--- src/rtl/stream_pkg.sv ---
// Shared constants and types for the two-input stream merge arbiter.
// Optional build macro: STREAM_MERGE_SRC_TAG_EN (adds the out0_data_src output).
package stream_pkg;

   localparam int DATA_WIDTH_DEF = 64;

   typedef enum logic [1:0] {
      ST_IDLE     = 2'd0,
      ST_RUN      = 2'd1,
      ST_EMIT_EOS = 2'd2,
      ST_DONE     = 2'd3
   } merge_state_e;

endpackage

--- src/rtl/stream_merge_arbiter_if.sv ---
// Handshake bundle for the merge arbiter: start/completion tokens, two input streams, merged output.
// Build macro STREAM_MERGE_SRC_TAG_EN adds out0_data_src to the bundle.
interface stream_merge_arbiter_if
   import stream_pkg::*;
#(
   parameter int DATA_WIDTH = DATA_WIDTH_DEF
) ();

   logic                  inCtrl_valid;
   logic                  inCtrl_ready;
   logic                  outCtrl_valid;
   logic                  outCtrl_ready;
   logic                  in0_valid;
   logic                  in0_ready;
   logic [DATA_WIDTH-1:0] in0_data_field0;
   logic                  in0_data_field1;
   logic                  in1_valid;
   logic                  in1_ready;
   logic [DATA_WIDTH-1:0] in1_data_field0;
   logic                  in1_data_field1;
   logic                  out0_valid;
   logic                  out0_ready;
   logic [DATA_WIDTH-1:0] out0_data_field0;
   logic                  out0_data_field1;
`ifdef STREAM_MERGE_SRC_TAG_EN
   logic                  out0_data_src;

   modport master (
      output inCtrl_valid, input inCtrl_ready,
      input outCtrl_valid, output outCtrl_ready,
      output in0_valid, input in0_ready, output in0_data_field0, output in0_data_field1,
      output in1_valid, input in1_ready, output in1_data_field0, output in1_data_field1,
      input out0_valid, output out0_ready, input out0_data_field0, input out0_data_field1,
      input out0_data_src
   );

   modport slave (
      input inCtrl_valid, output inCtrl_ready,
      output outCtrl_valid, input outCtrl_ready,
      input in0_valid, output in0_ready, input in0_data_field0, input in0_data_field1,
      input in1_valid, output in1_ready, input in1_data_field0, input in1_data_field1,
      output out0_valid, input out0_ready, output out0_data_field0, output out0_data_field1,
      output out0_data_src
   );
`else
   modport master (
      output inCtrl_valid, input inCtrl_ready,
      input outCtrl_valid, output outCtrl_ready,
      output in0_valid, input in0_ready, output in0_data_field0, output in0_data_field1,
      output in1_valid, input in1_ready, output in1_data_field0, output in1_data_field1,
      input out0_valid, output out0_ready, input out0_data_field0, input out0_data_field1
   );

   modport slave (
      input inCtrl_valid, output inCtrl_ready,
      output outCtrl_valid, input outCtrl_ready,
      input in0_valid, output in0_ready, input in0_data_field0, input in0_data_field1,
      input in1_valid, output in1_ready, input in1_data_field0, input in1_data_field1,
      output out0_valid, input out0_ready, output out0_data_field0, output out0_data_field1
   );
`endif

endinterface

--- src/rtl/rr_arbiter2.sv ---
// Two-requester round-robin arbiter; the priority pointer moves past the winner only on an accept.
module rr_arbiter2 (
   input  logic       clock,
   input  logic       reset,
   input  logic       clear,
   input  logic [1:0] req,
   input  logic       accept,
   output logic       grant
);

   logic prio_reg;

   // Priority input wins when it requests; otherwise a lone other requester takes the grant.
   always_comb begin
      grant = prio_reg;
      if (!req[prio_reg] && req[!prio_reg]) begin
         grant = !prio_reg;
      end
   end

   always_ff @(posedge clock or negedge reset) begin
      if (!reset) begin
         prio_reg <= 1'b0;
      end else if (clear) begin
         prio_reg <= 1'b0;
      end else if (accept) begin
         prio_reg <= !grant;
      end
   end

endmodule

--- src/rtl/stream_merge_arbiter.sv ---
// Merges two EOS-terminated streams into one through a single output register, one EOS per run.
// Build macro STREAM_MERGE_SRC_TAG_EN registers the source index alongside each output beat.
module stream_merge_arbiter
   import stream_pkg::*;
#(
   parameter int DATA_WIDTH = DATA_WIDTH_DEF
) (
   input  logic                   clock,
   input  logic                   reset,
   stream_merge_arbiter_if.slave  bus
);

   merge_state_e          state_reg;
   logic [1:0]            eos_seen_reg;
   logic                  out_valid_reg;
   logic                  out_eos_reg;
   logic [DATA_WIDTH-1:0] out_data_reg;
`ifdef STREAM_MERGE_SRC_TAG_EN
   logic                  out_src_reg;
`endif

   logic [1:0]            in_valid;
   logic [1:0]            in_eos;
   logic [1:0]            in_ready;
   logic [1:0]            req;
   logic [1:0]            accept;
   logic [DATA_WIDTH-1:0] in_data [2];
   logic                  grant;
   logic                  drain;
   logic                  out_fire;
   logic                  in_run;

   assign in_valid   = {bus.in1_valid, bus.in0_valid};
   assign in_eos     = {bus.in1_data_field1, bus.in0_data_field1};
   assign in_data[0] = bus.in0_data_field0;
   assign in_data[1] = bus.in1_data_field0;

   assign in_run   = (state_reg == ST_RUN);
   assign out_fire = out_valid_reg && bus.out0_ready;
   // The output register can take a new beat when empty or being drained this cycle.
   assign drain    = !out_valid_reg || bus.out0_ready;

   generate
      for (genvar gi = 0; gi < 2; gi++) begin : g_in
         assign req[gi]      = in_run && !eos_seen_reg[gi] && in_valid[gi];
         assign in_ready[gi] = in_run && !eos_seen_reg[gi] && (grant == 1'(gi)) && drain;
         assign accept[gi]   = in_valid[gi] && in_ready[gi];
      end
   endgenerate

   rr_arbiter2 u_arb (
      .clock  (clock),
      .reset  (reset),
      .clear  (!in_run),
      .req    (req),
      .accept (|accept),
      .grant  (grant)
   );

   always_ff @(posedge clock or negedge reset) begin
      if (!reset) begin
         state_reg     <= ST_IDLE;
         eos_seen_reg  <= 2'b00;
         out_valid_reg <= 1'b0;
         out_eos_reg   <= 1'b0;
         out_data_reg  <= '0;
`ifdef STREAM_MERGE_SRC_TAG_EN
         out_src_reg   <= 1'b0;
`endif
      end else begin
         case (state_reg)
            ST_IDLE: begin
               if (bus.inCtrl_valid) begin
                  state_reg <= ST_RUN;
               end
            end
            ST_RUN: begin
               if (eos_seen_reg == 2'b11 && drain) begin
                  state_reg     <= ST_EMIT_EOS;
                  out_valid_reg <= 1'b1;
                  out_eos_reg   <= 1'b1;
                  out_data_reg  <= '0;
`ifdef STREAM_MERGE_SRC_TAG_EN
                  out_src_reg   <= 1'b0;
`endif
               end else if (|accept && !in_eos[grant]) begin
                  out_valid_reg <= 1'b1;
                  out_eos_reg   <= 1'b0;
                  out_data_reg  <= in_data[grant];
`ifdef STREAM_MERGE_SRC_TAG_EN
                  out_src_reg   <= grant;
`endif
               end else if (out_fire) begin
                  out_valid_reg <= 1'b0;
               end
               // An input EOS is swallowed here; the merged EOS is generated once both have ended.
               if (|accept && in_eos[grant]) begin
                  eos_seen_reg[grant] <= 1'b1;
               end
            end
            ST_EMIT_EOS: begin
               if (out_fire) begin
                  out_valid_reg <= 1'b0;
                  out_eos_reg   <= 1'b0;
                  state_reg     <= ST_DONE;
               end
            end
            ST_DONE: begin
               if (bus.outCtrl_ready) begin
                  state_reg    <= ST_IDLE;
                  eos_seen_reg <= 2'b00;
               end
            end
            default: state_reg <= ST_IDLE;
         endcase
      end
   end

   assign bus.inCtrl_ready     = (state_reg == ST_IDLE);
   assign bus.outCtrl_valid    = (state_reg == ST_DONE);
   assign bus.in0_ready        = in_ready[0];
   assign bus.in1_ready        = in_ready[1];
   assign bus.out0_valid       = out_valid_reg;
   assign bus.out0_data_field0 = out_data_reg;
   assign bus.out0_data_field1 = out_eos_reg;
`ifdef STREAM_MERGE_SRC_TAG_EN
   assign bus.out0_data_src    = out_src_reg;
`endif

endmodule

--- src/flat_wrapper.sv ---
// flat-port wrapper written by rule: the top's interface ports become plain ports
module stream_merge_arbiter_flat import stream_pkg::*;
#(
   parameter int DATA_WIDTH = DATA_WIDTH_DEF
)
  (clock, reset, bus_inCtrl_valid, bus_inCtrl_ready, bus_outCtrl_valid, bus_outCtrl_ready, bus_in0_valid, bus_in0_ready, bus_in0_data_field0, bus_in0_data_field1, bus_in1_valid, bus_in1_ready, bus_in1_data_field0, bus_in1_data_field1, bus_out0_valid, bus_out0_ready, bus_out0_data_field0, bus_out0_data_field1);
  stream_merge_arbiter_if #(.DATA_WIDTH(DATA_WIDTH)) bus_i ();
  input  logic clock;
  input  logic reset;
  input wire logic [$bits(bus_i.inCtrl_valid)-1:0] bus_inCtrl_valid;
  output wire logic [$bits(bus_i.inCtrl_ready)-1:0] bus_inCtrl_ready;
  output wire logic [$bits(bus_i.outCtrl_valid)-1:0] bus_outCtrl_valid;
  input wire logic [$bits(bus_i.outCtrl_ready)-1:0] bus_outCtrl_ready;
  input wire logic [$bits(bus_i.in0_valid)-1:0] bus_in0_valid;
  output wire logic [$bits(bus_i.in0_ready)-1:0] bus_in0_ready;
  input wire logic [$bits(bus_i.in0_data_field0)-1:0] bus_in0_data_field0;
  input wire logic [$bits(bus_i.in0_data_field1)-1:0] bus_in0_data_field1;
  input wire logic [$bits(bus_i.in1_valid)-1:0] bus_in1_valid;
  output wire logic [$bits(bus_i.in1_ready)-1:0] bus_in1_ready;
  input wire logic [$bits(bus_i.in1_data_field0)-1:0] bus_in1_data_field0;
  input wire logic [$bits(bus_i.in1_data_field1)-1:0] bus_in1_data_field1;
  output wire logic [$bits(bus_i.out0_valid)-1:0] bus_out0_valid;
  input wire logic [$bits(bus_i.out0_ready)-1:0] bus_out0_ready;
  output wire logic [$bits(bus_i.out0_data_field0)-1:0] bus_out0_data_field0;
  output wire logic [$bits(bus_i.out0_data_field1)-1:0] bus_out0_data_field1;
  assign bus_i.inCtrl_valid = bus_inCtrl_valid;
  assign bus_inCtrl_ready = bus_i.inCtrl_ready;
  assign bus_outCtrl_valid = bus_i.outCtrl_valid;
  assign bus_i.outCtrl_ready = bus_outCtrl_ready;
  assign bus_i.in0_valid = bus_in0_valid;
  assign bus_in0_ready = bus_i.in0_ready;
  assign bus_i.in0_data_field0 = bus_in0_data_field0;
  assign bus_i.in0_data_field1 = bus_in0_data_field1;
  assign bus_i.in1_valid = bus_in1_valid;
  assign bus_in1_ready = bus_i.in1_ready;
  assign bus_i.in1_data_field0 = bus_in1_data_field0;
  assign bus_i.in1_data_field1 = bus_in1_data_field1;
  assign bus_out0_valid = bus_i.out0_valid;
  assign bus_i.out0_ready = bus_out0_ready;
  assign bus_out0_data_field0 = bus_i.out0_data_field0;
  assign bus_out0_data_field1 = bus_i.out0_data_field1;
  stream_merge_arbiter #(.DATA_WIDTH(DATA_WIDTH)) u_core (.clock(clock), .reset(reset), .bus(bus_i));
endmodule
--- config.mk ---
export PLATFORM = sky130hd
export DESIGN_NAME = stream_merge_arbiter_flat
export DESIGN_NICKNAME = d
export VERILOG_FILES = /design/src/rtl/stream_pkg.sv /design/src/rtl/stream_merge_arbiter_if.sv /design/src/rtl/rr_arbiter2.sv /design/src/rtl/stream_merge_arbiter.sv /design/src/flat_wrapper.sv
export SDC_FILE = /design/constraint.sdc
export NUM_CORES = 1
export LEC_CHECK = 0
export BUFFER_PORTS_ARGS = -buffer_cell sky130_fd_sc_hd__buf_2
export CAP_MARGIN = 10
export CORE_ASPECT_RATIO = 0.7
export CORE_MARGIN = 5
export CORE_UTILIZATION = 25
export CTS_BUF_LIST = sky130_fd_sc_hd__clkbuf_16
export CTS_CLUSTER_SIZE = 24
export DETAILED_ROUTE_END_ITERATION = 7
export GPL_ROUTABILITY_DRIVEN = 0
export PLACE_DENSITY = 0.51
export SLEW_MARGIN = 5
export SYNTH_ARGS = -nofsm -noshare
export SYNTH_HDL_FRONTEND = slang
export SYNTH_SLANG_ARGS = --single-unit
--- constraint.sdc ---
create_clock -name clock -period 5.9 [get_ports clock]
set_input_delay 0.295 -clock clock [delete_from_list [all_inputs] [get_ports clock]]
set_output_delay 0.295 -clock clock [all_outputs]
set_load 0.02 [all_outputs]
==> out/metrics.csv <==
stage,metric,value,unit
final_layout,NumNets Final,621,
worst_setup_path,CP endpoint kind,output port,
cts,TritonCTS clock tree,done,
cts,Clock Tree Root,clkbuf_16,
routing,vias per cell,4.50,
final_layout,Area Overhead vs Synth,40.7,%
pwr,combinational share of power,43.8,%
routing,drt initial violations,100,
sta,Final Hold Viols,0,
worst_setup_path,CP arrival,2.58,ns
pwr,internal power,1.36,mW
sta,Max Slew Vio Count,0,
worst_setup_path,peak fanout along the critical path,31,
logic_synthesis,unique cell type count in the Yosys netlist,38,
worst_hold_path,Hold Path Class,in -> async,
pwr,Pleak,2.90,nW
sta,fin crit share,48.8,%
placement,IO Port Bufs,206,
pwr,sw power,0.861,mW
logic_synthesis,"top cells by area, synth","dfrtp_1, mux2i_1, o2bb2ai_1, ha_1, buf_8",
die,die area,16700,um2
grt,largest net degree at the start of global routing,72,
logic_synthesis,sequential element share of the synthesized area,50.2,%
final_layout,diode count,0,
die,Starting Density,25.4,%
logic_synthesis,top-count cell post-synth,dfrtp_1,
cts,Num CTS Buffers,9,
cts,clock sinks,71,
logic_synthesis,Synth top area share,50.2,%
logic_synthesis,Syn. warnings,0,
pwr,P per Cell Area,446,nW/um2
sta,RSZ-0062 raised after global routing,false,
routing,Final Routed Wirelength,10.3,mm
pwr,Switching Fraction,38.7,%
grt,first-pass GRT wire length,16.5,mm
die,die height,110,um
pwr,Clock Power Share,23.2,%
logic_synthesis,list of most frequent post-synthesis cells,"dfrtp_1, mux2i_1, o2bb2ai_1",
sta,Tmin final,2.88,ns
pwr,Seq pwr share,33.0,%
final_layout,Largest register FFs,64,
worst_setup_path,CP Launch Type,flip-flop,
worst_setup_path,CP required,5.61,ns
logic_synthesis,"Net Count, Synth",423,
final_layout,layout cells sized above 1,47.1,%
cts,cts hold-fix bufs,0,
routing,Post-route DRC,0,
routing,DRT Pass-1 Iters,5,
cts,clk slew on worst S/H paths,0.06,ns
sta,post-route setup TNS,0,ns
grt,grt ovf,0,
logic_synthesis,post-synthesis register bit count,71,
logic_synthesis,Syn Std Cell Area,3540,um2
sta,Worst Clk Skew,0.00800,ns
logic_synthesis,Async SR Flop Fraction,100,%
sta,Slew Limit Headroom,39.5,%
sta,Slew @ Worst Pin,0.908,ns
logic_synthesis,synthesized instance count,282,
cts,post-cts sizing count,0,
grt,Tot GR Track Use,12.2,%
cts,CTS Buffer Depth,2,
run_status,status,completed,
logic_synthesis,number of synthesized flops with an enable pin,0,
pwr,VDD IR max,0.168,mV
routing,routed via count,3036,
flow_run,max_cap viols,0,
grt,vias in the first global route,3165,
routing,WL/cell,15.2,um
cts,postcts setup bufs,0,
die,num rows,36,
logic_synthesis,Synth Flop Type,dfrtp_1,
sta,Final Setup Violations,0,
cts,clk_lat worst skew,0.32,ns
die,Ports,207,
die,Die Wd,152,um
placement,HPWL after DPL,7.66,mm
sta,FMAX,347,MHz
cts,H-Tree Level Count,3,
pwr,Tot Pwr,2.22,mW
logic_synthesis,Mean Syn Cell Area,12.6,um2
worst_setup_path,FF-to-FF path depth,6,
grt,initial antenna violation count,0,
logic_synthesis,Synth area leader,dfrtp_1,
die,core area,13900,um2
routing,Detail Route Antenna Nets,0,
worst_setup_path,kind of critical path,reg -> out,
==> power by group through the flow <==
stage                     registers [mW]  clock network [mW]  logic [mW]
after floorplan                    0.903                   0       0.519
after global placement             0.740                   0       0.980
after detailed placement           0.736                   0       0.994
after CTS                          0.734               0.537       0.990
after global routing               0.755               0.556        1.06
final                              0.734               0.515       0.973
==> layout make-up <==
class / instances / area [um2]
clock buffers: 9 / 225
flip-flops and latches: 71 / 1780
fillers: 1425 / 8930
repair buffers: 210 / 1060
multi-input cells: 180 / 1600
well taps: 190 / 238
inverters: 8 / 30.0
clock inverters: 6 / 55.1
==> final timing paths <==
kind / from / end / slack, ns
max: u_core.state_reg[1] / bus_in0_ready / 3.02
min in group clock: bus_in1_data_field0[39] / u_core.bus.out0_data_field0[39] / 0.26
max in group asynchronous: reset / u_core.bus.out0_data_field0[3] / 5.21
max reg2reg: u_core.state_reg[1] / u_core.bus.out0_data_field0[16] / 3.46
min: reset / u_core.bus.out0_data_field0[40] / 0.09
min reg2reg: u_core.bus.out0_data_field0[22] / u_core.bus.out0_data_field0[22] / 0.48
==> critical path: stages, from the launching register on <==
cell and delay [ns]:
dfrtp_1 0.39, inv_1 0.08, ha_1 0.33, or2_2 0.36
a32oi_4 0.23, buf_4 0.45, nor3b_1 0.22, buf_2 0.19
==> cell families after synthesis <==
kind of cell | count (synthesis) | share of synthesized area [%]
compound gates | 83 | 20.1
flops | 71 | 50.2
mux | 66 | 18.7
buf+inv | 31 | 5.16
simple gates | 27 | 4.49
fa+ha+maj | 4 | 1.41
==> routing by layer <==
layer  wire length [um]  vias to the layer above  track usage, %
met2               4470                      140            19.3
li1                   -                     1477               -
met1               4740                     1411            15.7
met4                108                        0            3.08
met5                  0                        -               0
met3                930                        8            5.00
==> cell usage in the layout (no fill, tap or decap) <==
cell type   instances
nor3_1              2
a221o_1             1
dfrtp_1            71
or3b_1              1
o21ai_0             2
clkinv_2            2
a41o_1              1
nor2b_1             1
a31oi_1             3
and3b_1             2
buf_2             205
or2_2               1
o211ai_1            1
clkbuf_16           9
nand2_1             6
nand2b_1            3
a2111o_1            1
buf_4               5
nor2_1              2
a21o_1              2
bufinv_16           1
clkinvlp_4          1
o2111ai_1           2
a21oi_1             1
nand3b_1            2
and2_2              1
o2bb2ai_1          64
nand4_1             2
a32oi_4             1
inv_1              10
mux2i_1            65
a21boi_0            1
ha_1                4
nor3b_1             3
o211a_2             1
nand3_1             1
o22ai_1             2
mux2_2              1
==> metrics by stage <==
stage	utilization, %	instance area (um2)	worst slack [ns]	hold WS, ns	std cells
2_1_floorplan	-	3540	3.54	-0.000591	282
3_3_place_gp	33.8	4700	3.40	0.466	659
3_5_place_dp	33.8	4700	3.35	0.469	659
4_1_cts	35.8	4980	2.99	0.139	674
5_1_grt	35.8	4980	2.86	0.195	674
6_report	35.8	4980	3.02	0.0896	674
No activity file was read; power rests on OpenSTA's default activity.
